===== src/rtl/stab_pkg.sv =====
// Shared types and constants for the stabilizer-beta Q2 sequencer.
// Latency: n/a (declarations only).
// Backpressure: n/a.
//
// Contents: qubit count and derived widths, the 2-bit Pauli literal
// encoding (bit[1]=X, bit[0]=Z), the sequencer state enum, and a helper
// that computes the left-rotated column index.
package stab_pkg;

  localparam int NUM_QUBIT  = 4;
  localparam int MAX_VECTOR = 2 ** NUM_QUBIT;
  localparam int COL_W      = $clog2(NUM_QUBIT);
  localparam int CNT_W      = $clog2(NUM_QUBIT + 1);

  typedef logic [1:0] literal_t;

  localparam literal_t LIT_I = 2'b00;
  localparam literal_t LIT_X = 2'b10;
  localparam literal_t LIT_Y = 2'b11;
  localparam literal_t LIT_Z = 2'b01;

  // One row of literals; index 0 occupies the most significant slot.
  typedef literal_t [0:NUM_QUBIT-1] row_lits_t;

  typedef enum logic [2:0] {
    S_IDLE,
    S_INIT,
    S_PROD,
    S_ROT,
    S_DONE
  } seq_state_t;

  // Source index for output slot j when a row is rotated left by c.
  function automatic logic [COL_W-1:0] rot_idx(input int j, input logic [COL_W-1:0] c);
    return COL_W'((j + int'(c)) % NUM_QUBIT);
  endfunction

endpackage


===== src/rtl/stab_row_buffer.sv =====
// Row buffer: holds NUM_QUBIT stabilizer rows (literals + phase) for the sequencer.
// Latency: a write at edge k is readable (and counted) from the cycle after edge k.
// Backpressure: writes are dropped once full; flush wins over a same-cycle write.
//
// Ports:
//   clk, rst            clock, synchronous active-high reset (clears pointer/count)
//   i_wr_en             write request (already gated to IDLE by the caller)
//   i_wr_lits/_phase    row to write at the current write pointer
//   i_flush             reset pointer and count; row storage is left as is
//   i_rd_idx            combinational read index
//   o_rd_lits/_phase    row at i_rd_idx
//   o_full              count == NUM_QUBIT
module stab_row_buffer
  import stab_pkg::*;
(
  input  logic             clk,
  input  logic             rst,
  input  logic             i_wr_en,
  input  row_lits_t        i_wr_lits,
  input  logic             i_wr_phase,
  input  logic             i_flush,
  input  logic [COL_W-1:0] i_rd_idx,
  output row_lits_t        o_rd_lits,
  output logic             o_rd_phase,
  output logic             o_full
);

  row_lits_t              r_lits [NUM_QUBIT];
  logic [0:NUM_QUBIT-1]   r_phase;
  logic [COL_W-1:0]       r_wr_ptr;
  logic [CNT_W-1:0]       r_cnt;

  logic w_full;
  logic w_wr_fire;

  assign w_full    = (r_cnt == CNT_W'(NUM_QUBIT));
  assign w_wr_fire = i_wr_en && !i_flush && !w_full && !rst;

  always_ff @(posedge clk) begin
    if (rst) begin
      r_wr_ptr <= '0;
      r_cnt    <= '0;
    end else if (i_flush) begin
      r_wr_ptr <= '0;
      r_cnt    <= '0;
    end else if (w_wr_fire) begin
      r_wr_ptr <= r_wr_ptr + COL_W'(1);
      r_cnt    <= r_cnt + CNT_W'(1);
    end
  end

  // Storage has no reset: contents are don't-care until written.
  always_ff @(posedge clk) begin
    if (w_wr_fire) begin
      r_lits[r_wr_ptr]  <= i_wr_lits;
      r_phase[r_wr_ptr] <= i_wr_phase;
    end
  end

  assign o_rd_lits  = r_lits[i_rd_idx];
  assign o_rd_phase = r_phase[i_rd_idx];
  assign o_full     = w_full;

endmodule


===== src/rtl/stabilizer_q2_sequencer.sv =====
// Q2 strobe sequencer: buffers stabilizer rows and drives init / product / rotate strobes.
// Latency: start at edge 0 -> init cycle 1, product 2+2c, rotate 3+2c, done 2+2*NUM_QUBIT.
// Backpressure: none; row writes, flush and start are ignored while busy, start needs full.
//
// Ports:
//   clk, rst                        clock, synchronous active-high reset
//   in_valid/in_literals/in_phase   row write into the buffer (IDLE only)
//   flush                           empty the buffer (IDLE only, beats in_valid and start)
//   start                           run a sequence (IDLE and full only)
//   valid_P_stabilizer              Q2 initialize pulse
//   ld_prodQ2_from_stabilizer       Q2 product-load pulse (only when the column has an X pivot)
//   rotateLeft_Q2_from_stabilizer   Q2 literal-rotate pulse
//   literals_out_stabilizer         row[col] rotated left by col, zero outside a product
//   phase_out_stabilizer            row[col] phase broadcast to every vector, zero outside a product
//   col, busy, full, done           status
module stabilizer_q2_sequencer
  import stab_pkg::*;
(
  input  logic                  clk,
  input  logic                  rst,
  input  logic                  in_valid,
  input  row_lits_t             in_literals,
  input  logic                  in_phase,
  input  logic                  flush,
  input  logic                  start,
  output logic                  valid_P_stabilizer,
  output logic                  ld_prodQ2_from_stabilizer,
  output logic                  rotateLeft_Q2_from_stabilizer,
  output row_lits_t             literals_out_stabilizer,
  output logic [0:MAX_VECTOR-1] phase_out_stabilizer,
  output logic [COL_W-1:0]      col,
  output logic                  busy,
  output logic                  full,
  output logic                  done
);

  seq_state_t       r_state;
  seq_state_t       w_state_nxt;
  logic [COL_W-1:0] r_col;
  logic [COL_W-1:0] w_col_nxt;

  logic      w_idle;
  logic      w_full;
  row_lits_t w_rd_lits;
  logic      w_rd_phase;
  row_lits_t w_rot_lits;
  logic      w_pivot;

  assign w_idle = (r_state == S_IDLE);

  stab_row_buffer u_row_buffer (
    .clk        (clk),
    .rst        (rst),
    .i_wr_en    (in_valid && w_idle),
    .i_wr_lits  (in_literals),
    .i_wr_phase (in_phase),
    .i_flush    (flush && w_idle),
    .i_rd_idx   (r_col),
    .o_rd_lits  (w_rd_lits),
    .o_rd_phase (w_rd_phase),
    .o_full     (w_full)
  );

  // Rotate the current row left by col so its pivot lands in slot 0,
  // matching the alignment Q2 has reached after col rotations.
  always_comb begin
    w_rot_lits = '0;
    for (int j = 0; j < NUM_QUBIT; j++) begin
      w_rot_lits[j] = w_rd_lits[rot_idx(j, r_col)];
    end
  end

  assign w_pivot = w_rd_lits[r_col][1];

  always_ff @(posedge clk) begin
    if (rst) begin
      r_state <= S_IDLE;
      r_col   <= '0;
    end else begin
      r_state <= w_state_nxt;
      r_col   <= w_col_nxt;
    end
  end

  // Outputs depend on registered state and buffer contents only; the
  // buffer cannot be written outside IDLE, so nothing from the inputs
  // reaches an output in the same cycle.
  always_comb begin
    w_state_nxt                   = r_state;
    w_col_nxt                     = r_col;
    valid_P_stabilizer            = 1'b0;
    ld_prodQ2_from_stabilizer     = 1'b0;
    rotateLeft_Q2_from_stabilizer = 1'b0;
    literals_out_stabilizer       = '0;
    phase_out_stabilizer          = '0;
    done                          = 1'b0;

    case (r_state)
      S_IDLE: begin
        if (start && w_full && !flush) begin
          w_state_nxt = S_INIT;
          w_col_nxt   = '0;
        end
      end
      S_INIT: begin
        valid_P_stabilizer = 1'b1;
        w_col_nxt          = '0;
        w_state_nxt        = S_PROD;
      end
      S_PROD: begin
        if (w_pivot) begin
          ld_prodQ2_from_stabilizer = 1'b1;
          literals_out_stabilizer   = w_rot_lits;
          phase_out_stabilizer      = {MAX_VECTOR{w_rd_phase}};
        end
        w_state_nxt = S_ROT;
      end
      S_ROT: begin
        rotateLeft_Q2_from_stabilizer = 1'b1;
        if (r_col == COL_W'(NUM_QUBIT - 1)) begin
          w_state_nxt = S_DONE;
        end else begin
          w_col_nxt   = r_col + COL_W'(1);
          w_state_nxt = S_PROD;
        end
      end
      S_DONE: begin
        done        = 1'b1;
        w_col_nxt   = '0;
        w_state_nxt = S_IDLE;
      end
      default: begin
        w_state_nxt = S_IDLE;
        w_col_nxt   = '0;
      end
    endcase
  end

  assign col  = r_col;
  assign busy = !w_idle;
  assign full = w_full;

endmodule


===== config.mk =====
export PLATFORM = sky130hd
export DESIGN_NAME = stabilizer_q2_sequencer
export DESIGN_NICKNAME = d
export VERILOG_FILES = /design/src/rtl/stab_pkg.sv /design/src/rtl/stab_row_buffer.sv /design/src/rtl/stabilizer_q2_sequencer.sv
export SDC_FILE = /design/constraint.sdc
export NUM_CORES = 1
export LEC_CHECK = 0
export BUFFER_PORTS_ARGS = -buffer_cell sky130_fd_sc_hd__buf_2
export CAP_MARGIN = 25
export CORE_ASPECT_RATIO = 1.2
export CORE_MARGIN = 2
export CORE_UTILIZATION = 40
export CTS_CLUSTER_DIAMETER = 50
export DETAILED_ROUTE_END_ITERATION = 6
export GPL_ROUTABILITY_DRIVEN = 0
export PLACE_DENSITY = 0.6
export SLEW_MARGIN = 20
export SYNTH_ARGS = -nofsm -noshare
export SYNTH_HDL_FRONTEND = slang
export SYNTH_SLANG_ARGS = --single-unit

===== constraint.sdc =====
create_clock -name clk -period 2.9 [get_ports clk]
set_clock_uncertainty 0.1 [all_clocks]
set_input_delay 0.145 -clock clk [delete_from_list [all_inputs] [get_ports clk]]
set_output_delay 0.145 -clock clk [all_outputs]
set_load 0.03 [all_outputs]

==> results.ini <==
[outcome]
status = finished, final reports clean

[floorplan]
start_util_pct = 41.19
die_area_sq_um = 6384
fp.coreArea_sq_um = 5593
dieHeight_um = 87.13
rows = 30
die_w_um = 73.28
ios = 46

[sta]
fin_crit_ns = 2.592
fmax_ghz = 0.3858
rsz0062_at_grt = false
slew_viol_final = 0
setup_tns_ns = 0
finalCritPeriodShare_pct = 89.37
worst_slack_ns = 0.3081
tightestPinTransition_ns = 0.7038
setup_viol = 0
maxSlewHeadroom_pct = 53.02
hold_viol_final = 0

[logic_synthesis]
synth_most_common_cell = edfxtp_1
synth_nets = 185
syn_inst = 164
netlist-cell-type-count = 34
ys_seq_elements = 48
ys_top_cells_by_count = edfxtp_1, buf_4, dfxtp_1, mux4_2
synthTopCellsByArea = edfxtp_1, mux4_2, dfxtp_1
synth_edf_count = 36
synth_top_area_share_pct = 46.93
yosys_warnings = 0
syn_area_per_cell_sq_um = 14.05
synthArstFlopShare_pct = 0
synth_area_sq_um = 2303
synth_top_cell_by_area = edfxtp_1
seq_area_frac_synth_pct = 57.36
ys.flop_type = edfxtp_1

[setup_path]
reg2reg_depth = 7
end_kind = output port
path_depth = 5
path_cells = buf_4, mux4_2, mux4_2, nor2b_1, buf_2
critPathMaxStageDelay_ns = 0.55
cp_max_fo = 5
ff2ff_setup_slack_ns = 0.70
crit_top_cell = mux4_2
required_ns = 2.65
path_delay_family = multiplexers
startpoint_type = register
crit_slowest_cell = mux4_2
reg2reg_to = u_row_buffer.r_lits[2][5]
path_class = reg2out
endpoint = literals_out_stabilizer[6]
worstPathArrival_ns = 2.35
crit_buf_inv = 2
reg2reg_from = u_row_buffer.r_cnt[0]

[cells_and_area]
drive_gt1_share_pct = 33.50
fin_nets = 226
diodes = 0
syn2layout_area_growth_pct = 15.48

[global_route]
grt_pass1_wl_um = 6451
first_global_vias = 1330
antenna_found_initial = 0
globalRouteOverflowTotal = 0
grt_max_degree = 19
grt.total_usage_pct = 13.44

[drt]
routedWlPerCell_um = 14.10
firstDrtPassIters = 4
drtIter0Drc = 63
postRouteAntennaNets = 0
wirelength_um = 3806
drcViolationCount = 0
vias = 1378
viasPerCell = 5.104

[pwr]
p_per_area_nw_per_um2 = 451.6
combPwrFrac_pct = 4.7
ir_drop_uv = 252.7
power_frac_clock_pct = 33.1
pwr-share-seq_pct = 62.2
cellLeakagePower_nw = 1.033
swShare_pct = 19.36
p_int_mw = 0.9688
switching_power_mw = 0.2326

[clock_network]
clockRootBuffer = clkbuf_8
clk_latency_ns = 0.30
tritoncts = built
clkSlewWorstSetupHoldPaths_ns = 0.08
htreeDepth = 2
numCtsBuffers = 5
clk_path_buf_depth = 2
numClockSinks = 48

[placement]
dpl.hpwl_um = 2919
place_ws_ns = 0.5114
portBuffers = 45

[flow_run]
drv_cap = 0

[worst_hold_path]
hold_class = in2reg

layout make-up:
type | instances | area (sq um)
clock buffers | 8 | 90.09
inverters | 9 | 33.78
fillers | 489 | 2933
well taps | 64 | 80.08
multi-input cells | 84 | 794.5
flip-flops and latches | 48 | 1321
repair buffers | 57 | 340.3
cells in the final DEF (no fill, tap or decap), types with 2 or more instances in the layout:
master,instances
nor2b_1,4
buf_4,2
buf_2,45
a211oi_1,8
or3_1,2
edfxtp_1,36
mux4_2,12
inv_1,9
o21ai_0,4
mux2i_1,6
clkbuf_1,2
ha_1,7
nor2_1,9
clkbuf_8,6
nand2_1,2
dfxtp_1,12
xnor2_1,2
and2_1,8
nand3b_1,2
dlygate4sd3_1,10
a21oi_1,4
nand3_1,2
what timing repair did:
| item | 4_1_cts | 5_1_grt |
|---|---|---|
| resized for setup | 0 | 1 |
| endpoints found under the hold margin | 37 | 0 |
| hold buffers | 10 | 0 |
| setup endpoints to repair | 0 | 16 |
| setup buffers | 0 | 0 |
per-stage QoR:
| stage | hold slack (ns) | instance area [sq um] | utilization [%] | total power [mW] | cells |
|---|---|---|---|---|---|
| after floorplan | 0.1439 | 2303 | - | 0.7882 | 164 |
| after global placement | 0.2561 | 2467 | 44.12 | 0.8061 | 252 |
| after detailed placement | 0.2620 | 2467 | 44.12 | 0.8103 | 252 |
| after CTS | 0.1499 | 2658 | 47.52 | 1.210 | 270 |
| after global routing | 0.2018 | 2660 | 47.56 | 1.252 | 270 |
| final | 0.1506 | 2660 | 47.56 | 1.201 | 270 |
layer usage:
layer	vias up	share of wire (%)	global-route usage (%)	wire length, um
li1	675	-	-	-
met1	656	42	15.93	1613
met2	39	50	22.77	1915
met3	8	5.3	4.167	201
met4	0	2.0	4.882	76
met5	-	0	0	0
worst reg2reg max path: cells and delay by family, from the launching register on:
kind,cells,cell delay (ns)
flops,1,0.34
simple gates,4,0.94
fa+ha+maj,1,0.21
buf+inv,2,0.25
registers in the layout, summed over array words and instances, names as in the netlist, named ones only:
register	count
u_row_buffer.r_lits	32
u_row_buffer.r_cnt	3
col	2
u_row_buffer.r_phase	4
u_row_buffer.r_wr_ptr	2
r_state	3
cells by family (layout without fill, tap and decap cells):
family,after synthesis,count (layout),synth area share [%]
fa+ha+maj,7,7,3.802
mux,18,18,14.34
xor+xnor,2,2,0.7606
compound gates,19,19,5.487
buf+inv,32,74,8.256
flops,48,48,57.36
simple gates,38,38,9.995
power by group through the flow:
stage	sequential (mW)	clock [mW]	combinational, mW
finish	0.747	0.398	0.0562
global route	0.748	0.440	0.0634
CTS	0.748	0.406	0.0572
detailed placement	0.763	0	0.0468
global placement	0.763	0	0.0432
floorplan	0.763	0	0.0254
how the worst min path moves through the flow:
stage                               from  cells after the start  slack, ns                        end
after floorplan           in_literals[0]                      0       0.14  u_row_buffer.r_lits[0][0]
after global placement    in_literals[2]                      1       0.26  u_row_buffer.r_lits[1][2]
after detailed placement  in_literals[0]                      1       0.26  u_row_buffer.r_lits[2][0]
after CTS                          flush                      3       0.15      u_row_buffer.r_cnt[2]
after global routing               start                      4       0.20                 r_state[0]
final                              flush                      3       0.15      u_row_buffer.r_cnt[2]
No activity file was read; power rests on OpenSTA's default activity.
